### config.mk
export PLATFORM = sky130hd
export DESIGN_NAME = mips16_multicycle_ctrl_flat
export DESIGN_NICKNAME = d
export VERILOG_FILES = /design/src/rtl/mips16_multicycle_ctrl_pkg.sv /design/src/rtl/mips16_multicycle_ctrl_if.sv /design/src/rtl/mips16_multicycle_ctrl_decoder.sv /design/src/rtl/mips16_multicycle_ctrl.sv /design/src/flat_wrapper.sv
export SDC_FILE = /design/constraint.sdc
export NUM_CORES = 1
export LEC_CHECK = 0
export CAP_MARGIN = 20
export CORE_ASPECT_RATIO = 0.6
export CORE_MARGIN = 2
export CORE_UTILIZATION = 46
export DETAILED_ROUTE_END_ITERATION = 12
export PLACE_DENSITY_LB_ADDON = 0.1
export SYNTH_ARGS = -nofsm -noshare
export SYNTH_HDL_FRONTEND = slang
export SYNTH_HIERARCHICAL = 1
export SYNTH_SLANG_ARGS = --single-unit
### constraint.sdc
create_clock -name clock -period 1.6 [get_ports clock]
set_input_delay 0.32 -clock clock [delete_from_list [all_inputs] [get_ports clock]]
set_output_delay 0.32 -clock clock [all_outputs]
set_load 0.02 [all_outputs]
### src/rtl/mips16_multicycle_ctrl_pkg.sv
// Shared codes for the 16-bit multi-cycle CPU control: FSM states, opcodes,
// ALU control values and the decoded-select bundle.
package mips16_multicycle_ctrl_pkg;

  typedef enum logic [2:0] {
    ST_FETCH  = 3'd0,
    ST_DECODE = 3'd1,
    ST_EXEC   = 3'd2,
    ST_WB     = 3'd3,
    ST_HALT   = 3'd4
  } state_e;

  localparam logic [3:0] OP_ADD  = 4'b0000;
  localparam logic [3:0] OP_SUB  = 4'b0001;
  localparam logic [3:0] OP_AND  = 4'b0010;
  localparam logic [3:0] OP_OR   = 4'b0011;
  localparam logic [3:0] OP_SLT  = 4'b0100;
  localparam logic [3:0] OP_ADDI = 4'b0111;

  localparam logic [2:0] ALU_AND = 3'b000;
  localparam logic [2:0] ALU_OR  = 3'b001;
  localparam logic [2:0] ALU_ADD = 3'b010;
  localparam logic [2:0] ALU_SUB = 3'b110;
  localparam logic [2:0] ALU_SLT = 3'b111;

  typedef struct packed {
    logic       reg_dst;
    logic       alu_src;
    logic [2:0] alu_ctl;
  } sel_t;

  typedef struct packed {
    logic legal;
    sel_t sel;
  } dec_t;

  localparam sel_t SEL_RESET = '{reg_dst: 1'b0, alu_src: 1'b0, alu_ctl: ALU_ADD};

  function automatic dec_t rtype(input logic [2:0] ctl);
    return '{legal: 1'b1, sel: '{reg_dst: 1'b1, alu_src: 1'b0, alu_ctl: ctl}};
  endfunction

endpackage

### src/rtl/mips16_multicycle_ctrl_if.sv
// Control-unit bundle: instruction-side inputs plus strobes, selects and status.
// master = control unit, slave = datapath / observer.
interface mips16_multicycle_ctrl_if #(
  parameter int CNT_W = 16
);
  logic             imem_ready;
  logic [3:0]       opcode;
  logic             ir_write;
  logic             pc_write;
  logic             reg_write;
  logic             reg_dst;
  logic             alu_src;
  logic [2:0]       alu_ctl;
  logic [2:0]       state;
  logic             halted;
  logic [CNT_W-1:0] retired;

  modport master (
    input  imem_ready, opcode,
    output ir_write, pc_write, reg_write, reg_dst, alu_src, alu_ctl,
           state, halted, retired
  );

  modport slave (
    output imem_ready, opcode,
    input  ir_write, pc_write, reg_write, reg_dst, alu_src, alu_ctl,
           state, halted, retired
  );
endinterface

### src/rtl/mips16_multicycle_ctrl_decoder.sv
// Combinational opcode decoder: legality plus reg_dst/alu_src/alu_ctl.
// Shared with the single-cycle CPU variant, so it holds no state.
module mips16_multicycle_ctrl_decoder
  import mips16_multicycle_ctrl_pkg::*;
(
  input  logic [3:0] opcode,
  output dec_t       dec
);

  always_comb begin
    dec = '{legal: 1'b0, sel: SEL_RESET};
    case (opcode)
      OP_ADD:  dec = rtype(ALU_ADD);
      OP_SUB:  dec = rtype(ALU_SUB);
      OP_AND:  dec = rtype(ALU_AND);
      OP_OR:   dec = rtype(ALU_OR);
      OP_SLT:  dec = rtype(ALU_SLT);
      OP_ADDI: dec = '{legal: 1'b1, sel: '{reg_dst: 1'b0, alu_src: 1'b1, alu_ctl: ALU_ADD}};
      default: dec = '{legal: 1'b0, sel: SEL_RESET};
    endcase
  end

endmodule

### src/rtl/mips16_multicycle_ctrl.sv
// Multi-cycle control FSM: FETCH/DECODE/EXEC/WB (+ sticky HALT), registered
// datapath selects and a wrapping retired-instruction counter.
module mips16_multicycle_ctrl
  import mips16_multicycle_ctrl_pkg::*;
#(
  parameter int CNT_W        = 16,
  parameter bit ILLEGAL_HALT = 1'b1
) (
  input  logic                       clock,
  input  logic                       reset_n,
  mips16_multicycle_ctrl_if.master   bus
);

  state_e           state_q, state_d;
  sel_t             sel_q, sel_d;
  logic [CNT_W-1:0] retired_q, retired_d;
  dec_t             dec;

  mips16_multicycle_ctrl_decoder u_dec (
    .opcode (bus.opcode),
    .dec    (dec)
  );

  always_ff @(posedge clock or negedge reset_n) begin
    if (!reset_n) begin
      state_q   <= ST_FETCH;
      sel_q     <= SEL_RESET;
      retired_q <= '0;
    end else begin
      state_q   <= state_d;
      sel_q     <= sel_d;
      retired_q <= retired_d;
    end
  end

  always_comb begin
    state_d       = state_q;
    sel_d         = sel_q;
    retired_d     = retired_q;
    bus.ir_write  = 1'b0;
    bus.pc_write  = 1'b0;
    bus.reg_write = 1'b0;
    case (state_q)
      ST_FETCH: begin
        // Mealy strobes: IR and PC load in the same cycle the memory is ready.
        if (bus.imem_ready) begin
          bus.ir_write = 1'b1;
          bus.pc_write = 1'b1;
          state_d      = ST_DECODE;
        end
      end
      ST_DECODE: begin
        if (dec.legal) begin
          sel_d   = dec.sel;
          state_d = ST_EXEC;
        end else if (ILLEGAL_HALT) begin
          state_d = ST_HALT;
        end else begin
          state_d = ST_FETCH;
        end
      end
      ST_EXEC: state_d = ST_WB;
      ST_WB: begin
        bus.reg_write = 1'b1;
        retired_d     = retired_q + 1'b1;
        state_d       = ST_FETCH;
      end
      ST_HALT: state_d = ST_HALT;
      default: state_d = ST_FETCH;
    endcase
  end

  assign bus.reg_dst = sel_q.reg_dst;
  assign bus.alu_src = sel_q.alu_src;
  assign bus.alu_ctl = sel_q.alu_ctl;
  assign bus.state   = state_q;
  assign bus.halted  = (state_q == ST_HALT);
  assign bus.retired = retired_q;

endmodule

### src/flat_wrapper.sv
// flat-port wrapper written by rule: the top's interface ports become plain ports
module mips16_multicycle_ctrl_flat import mips16_multicycle_ctrl_pkg::*;
#(
  parameter int CNT_W        = 16,
  parameter bit ILLEGAL_HALT = 1'b1
)
  (clock, reset_n, bus_imem_ready, bus_opcode, bus_ir_write, bus_pc_write, bus_reg_write, bus_reg_dst, bus_alu_src, bus_alu_ctl, bus_state, bus_halted, bus_retired);
  mips16_multicycle_ctrl_if #(.CNT_W(CNT_W)) bus_i ();
  input  logic clock;
  input  logic reset_n;
  input wire logic [$bits(bus_i.imem_ready)-1:0] bus_imem_ready;
  input wire logic [$bits(bus_i.opcode)-1:0] bus_opcode;
  output wire logic [$bits(bus_i.ir_write)-1:0] bus_ir_write;
  output wire logic [$bits(bus_i.pc_write)-1:0] bus_pc_write;
  output wire logic [$bits(bus_i.reg_write)-1:0] bus_reg_write;
  output wire logic [$bits(bus_i.reg_dst)-1:0] bus_reg_dst;
  output wire logic [$bits(bus_i.alu_src)-1:0] bus_alu_src;
  output wire logic [$bits(bus_i.alu_ctl)-1:0] bus_alu_ctl;
  output wire logic [$bits(bus_i.state)-1:0] bus_state;
  output wire logic [$bits(bus_i.halted)-1:0] bus_halted;
  output wire logic [$bits(bus_i.retired)-1:0] bus_retired;
  assign bus_i.imem_ready = bus_imem_ready;
  assign bus_i.opcode = bus_opcode;
  assign bus_ir_write = bus_i.ir_write;
  assign bus_pc_write = bus_i.pc_write;
  assign bus_reg_write = bus_i.reg_write;
  assign bus_reg_dst = bus_i.reg_dst;
  assign bus_alu_src = bus_i.alu_src;
  assign bus_alu_ctl = bus_i.alu_ctl;
  assign bus_state = bus_i.state;
  assign bus_halted = bus_i.halted;
  assign bus_retired = bus_i.retired;
  mips16_multicycle_ctrl #(.CNT_W(CNT_W), .ILLEGAL_HALT(ILLEGAL_HALT)) u_core (.clock(clock), .reset_n(reset_n), .bus(bus_i));
endmodule
==> results.cfg <==
[critical_path]
crit_chain = clkdlybuf4s50_1
worstSetupEndpointType = primary output
slowest_delay_ns = 0.61
cp_num_buf_inv = 1
cpMaxStageDelayCell = clkdlybuf4s50_1
required_ns = 1.28
cp-startpoint = u_core/bus.retired[15]
start_kind = flip-flop
arrival_ns = 1.23
rr_startpoint = u_core/bus.state[2]
crit_fanout = 2
path_class = flip-flop to primary output
crit_family = buffers and inverters

[synthesis]
syn-num-nets = 105
synth-seq-area-share_pct = 51.5
synth_top_family_by_area = simple AND/OR/NAND/NOR gates
synthMuxAreaShare_pct = 6.75
synth_cell_types = 33
synth_top_flop_cell = dfrtp_1
synth-adder-area-share_pct = 1.07
synth_enable_flop_cells = 0
async_flop_share_pct = 100
synth_seq_cells = 24
avgSynthCellArea_sq_um = 12.0
yosys_warnings = 6
synth_compound_area_share_pct = 1.93
synthesis.area_sq_um = 1170
synth_xor_xnor_area_share_pct = 13.4
synth-simple-area-share_pct = 22.2
syn_inst = 97

[place]
numPortBuffers = 34
dpl.cell_count = 171
placed_area_sq_um = 1620
gp_congestion = 0.788
hpwl_mm = 1.77

[sta]
period_needed_ns = 1.55
slew_viol_final = 0
setup_violations = 0
period_share_pct = 97.0
skew_ns = 0.00448
max-slew-margin-rel_pct = 80.2
hold_viol = 0
clock.fmax_ghz = 0.644
rsz0062_at_grt = yes
tightest_slew_ns = 0.297

[final_layout]
layout_commonest_cell = dfrtp_1
final_cell_mix = dfrtp_1 (20), dlygate4sd2_1 (17), buf_4 (12)
final_cells = 175
drive_gt1_share_pct = 29.4
antennaDiodeCount = 0
area_growth_pct = 40.7
nNetsFinal = 152
stdcell_area_sq_um = 1640

[power_and_ir_drop]
seq_power_share_pct = 41.5
powerDensity_nw_per_um2 = 1250
power_switching_w = 0.000727
ir_drop_v = 0.000698
p_sw_share_pct = 35.2
power.share.clock_pct = 17.6
leakage_nw = 0.889
comb_power_share_pct = 40.9
internal-power_w = 0.00134
total_power_w = 0.00206

[floorplan]
dieArea_sq_um = 2970
core_sq_um = 2450
die_h_um = 43.0
die_w_um = 69.1
start_util_pct = 47.7
io_pins = 35
rows = 14

[route]
drt_pass1_iterations = 4
vias = 897
ant_nets = 0
drt_iter0_markers = 53
route.detailed.drc = 0
via_per_inst = 5.13
drt_wl_total_mm = 2.38
wl_per_cell_um = 13.6

[clock_network]
cts_root_buf = clkbuf_8
cts_tree = yes
cts_buffer_depth = 2
numCtsBuffers = 3
cts.reportedPaths.clkPinSlew_ns = 0.08
cts.sinks = 24
cts_hold_buf = 0
htree_num_levels = 1
clk_latency_ns = 0.26

[job]
maxCapViolCount = 0

[global_route]
antenna_found_initial = 0
grt_pass1_wl_mm = 3.93
grt_pass1_vias = 823
overflow = 0
grt_max_degree = 25
global_route.usage.total_pct = 17.0

[run_status]
status = completed

[min_path]
hold_class = input pin to asynchronous set/reset pin
==> sequential cells by signal (all words and copies together) (netlist names) <==
name,flops
u_core/bus.retired,16
u_core/bus.alu_ctl,3
u_core/bus.state,3
u_core/bus.alu_src,1
u_core/bus.reg_dst,1
==> cell type report <==
type	count	area, sq um
sequential	24	606
timing repair buffer	46	399
clock buffer	4	45.0
multi-input combinational	68	551
tap	32	40.0
fill	192	808
inverter	1	3.75
==> Yosys cell counts (2+ instances only) <==
master	n	area [sq um]
buf_4	3	22.5
nor2_1	7	26.3
mux2_2	7	78.8
xor2_1	7	61.3
and4_1	2	17.5
nor3_1	2	10.0
dfrtp_1	23	576
nand3_1	5	25.0
xnor2_1	9	78.8
nand2_1	3	11.3
or3b_2	2	17.5
nand4_1	2	12.5
a21oi_1	3	15.0
and3_1	3	18.8
==> what timing repair did <==
item / 4_1_cts / 5_1_grt
gates resized for setup: 34 / 8
setup endpoints to repair: 26 / 11
buffers inserted: 0 / 0
hold endpoints to repair: 0 / 0
pin swaps: 2 / 1
==> logic make-up (layout without fill, tap and decap cells) <==
| logic type | after synthesis | count (layout) |
|---|---|---|
| AO/OA/AOI/OAI | 4 | 4 |
| XOR/XNOR | 17 | 17 |
| adder cells (fa/ha/maj) | 1 | 1 |
| buffers and inverters | 5 | 51 |
| flip-flops | 24 | 24 |
| multiplexers | 7 | 7 |
| AND/OR/NAND/NOR | 39 | 39 |
==> power by group through the flow <==
stage,Clock [W],Combinational [W],Sequential [W]
floorplan,0,0.000401,0.000965
global placement,0,0.000923,0.000861
detailed placement,0,0.000937,0.000865
CTS,0.000371,0.000860,0.000857
global route,0.000408,0.000903,0.000886
finish,0.000363,0.000844,0.000856
==> final timing paths <==
path,endpoint,slack (ns),cells after the start
max,bus_retired[15],0.05,1
min,u_core/bus.retired[14],0.41,2
max reg2reg,u_core/bus.retired[8],0.07,5
min reg2reg,u_core/bus.retired[15],0.47,1
max in group asynchronous,u_core/bus.alu_ctl[1],0.90,2
min in group clock,u_core/bus.retired[15],0.47,1
==> metrics by stage <==
stage | TNS [ns] | setup WS, ns | util, % | hold WS [ns]
global placement | -2.70 | -0.359 | 66.1 | 0.459
detailed placement | -3.02 | -0.374 | 66.1 | 0.465
CTS | 0 | 0.00416 | 67.0 | 0.423
floorplan | 0 | 0.0168 | - | 0.0244
global route | -0.0245 | -0.0245 | 67.0 | 0.434
finish | 0 | 0.0477 | 67.0 | 0.412
==> metal layers <==
layer,wire length (um),track usage [%],up-vias,part of all wire [%]
met5,0,0,-,0
met3,108,4.75,2,4.5
met4,9,2.35,0,0.38
met2,1090,25.0,20,46
li1,-,-,435,-
met1,1170,25.5,440,49
(Power assumes the default switching activity.)
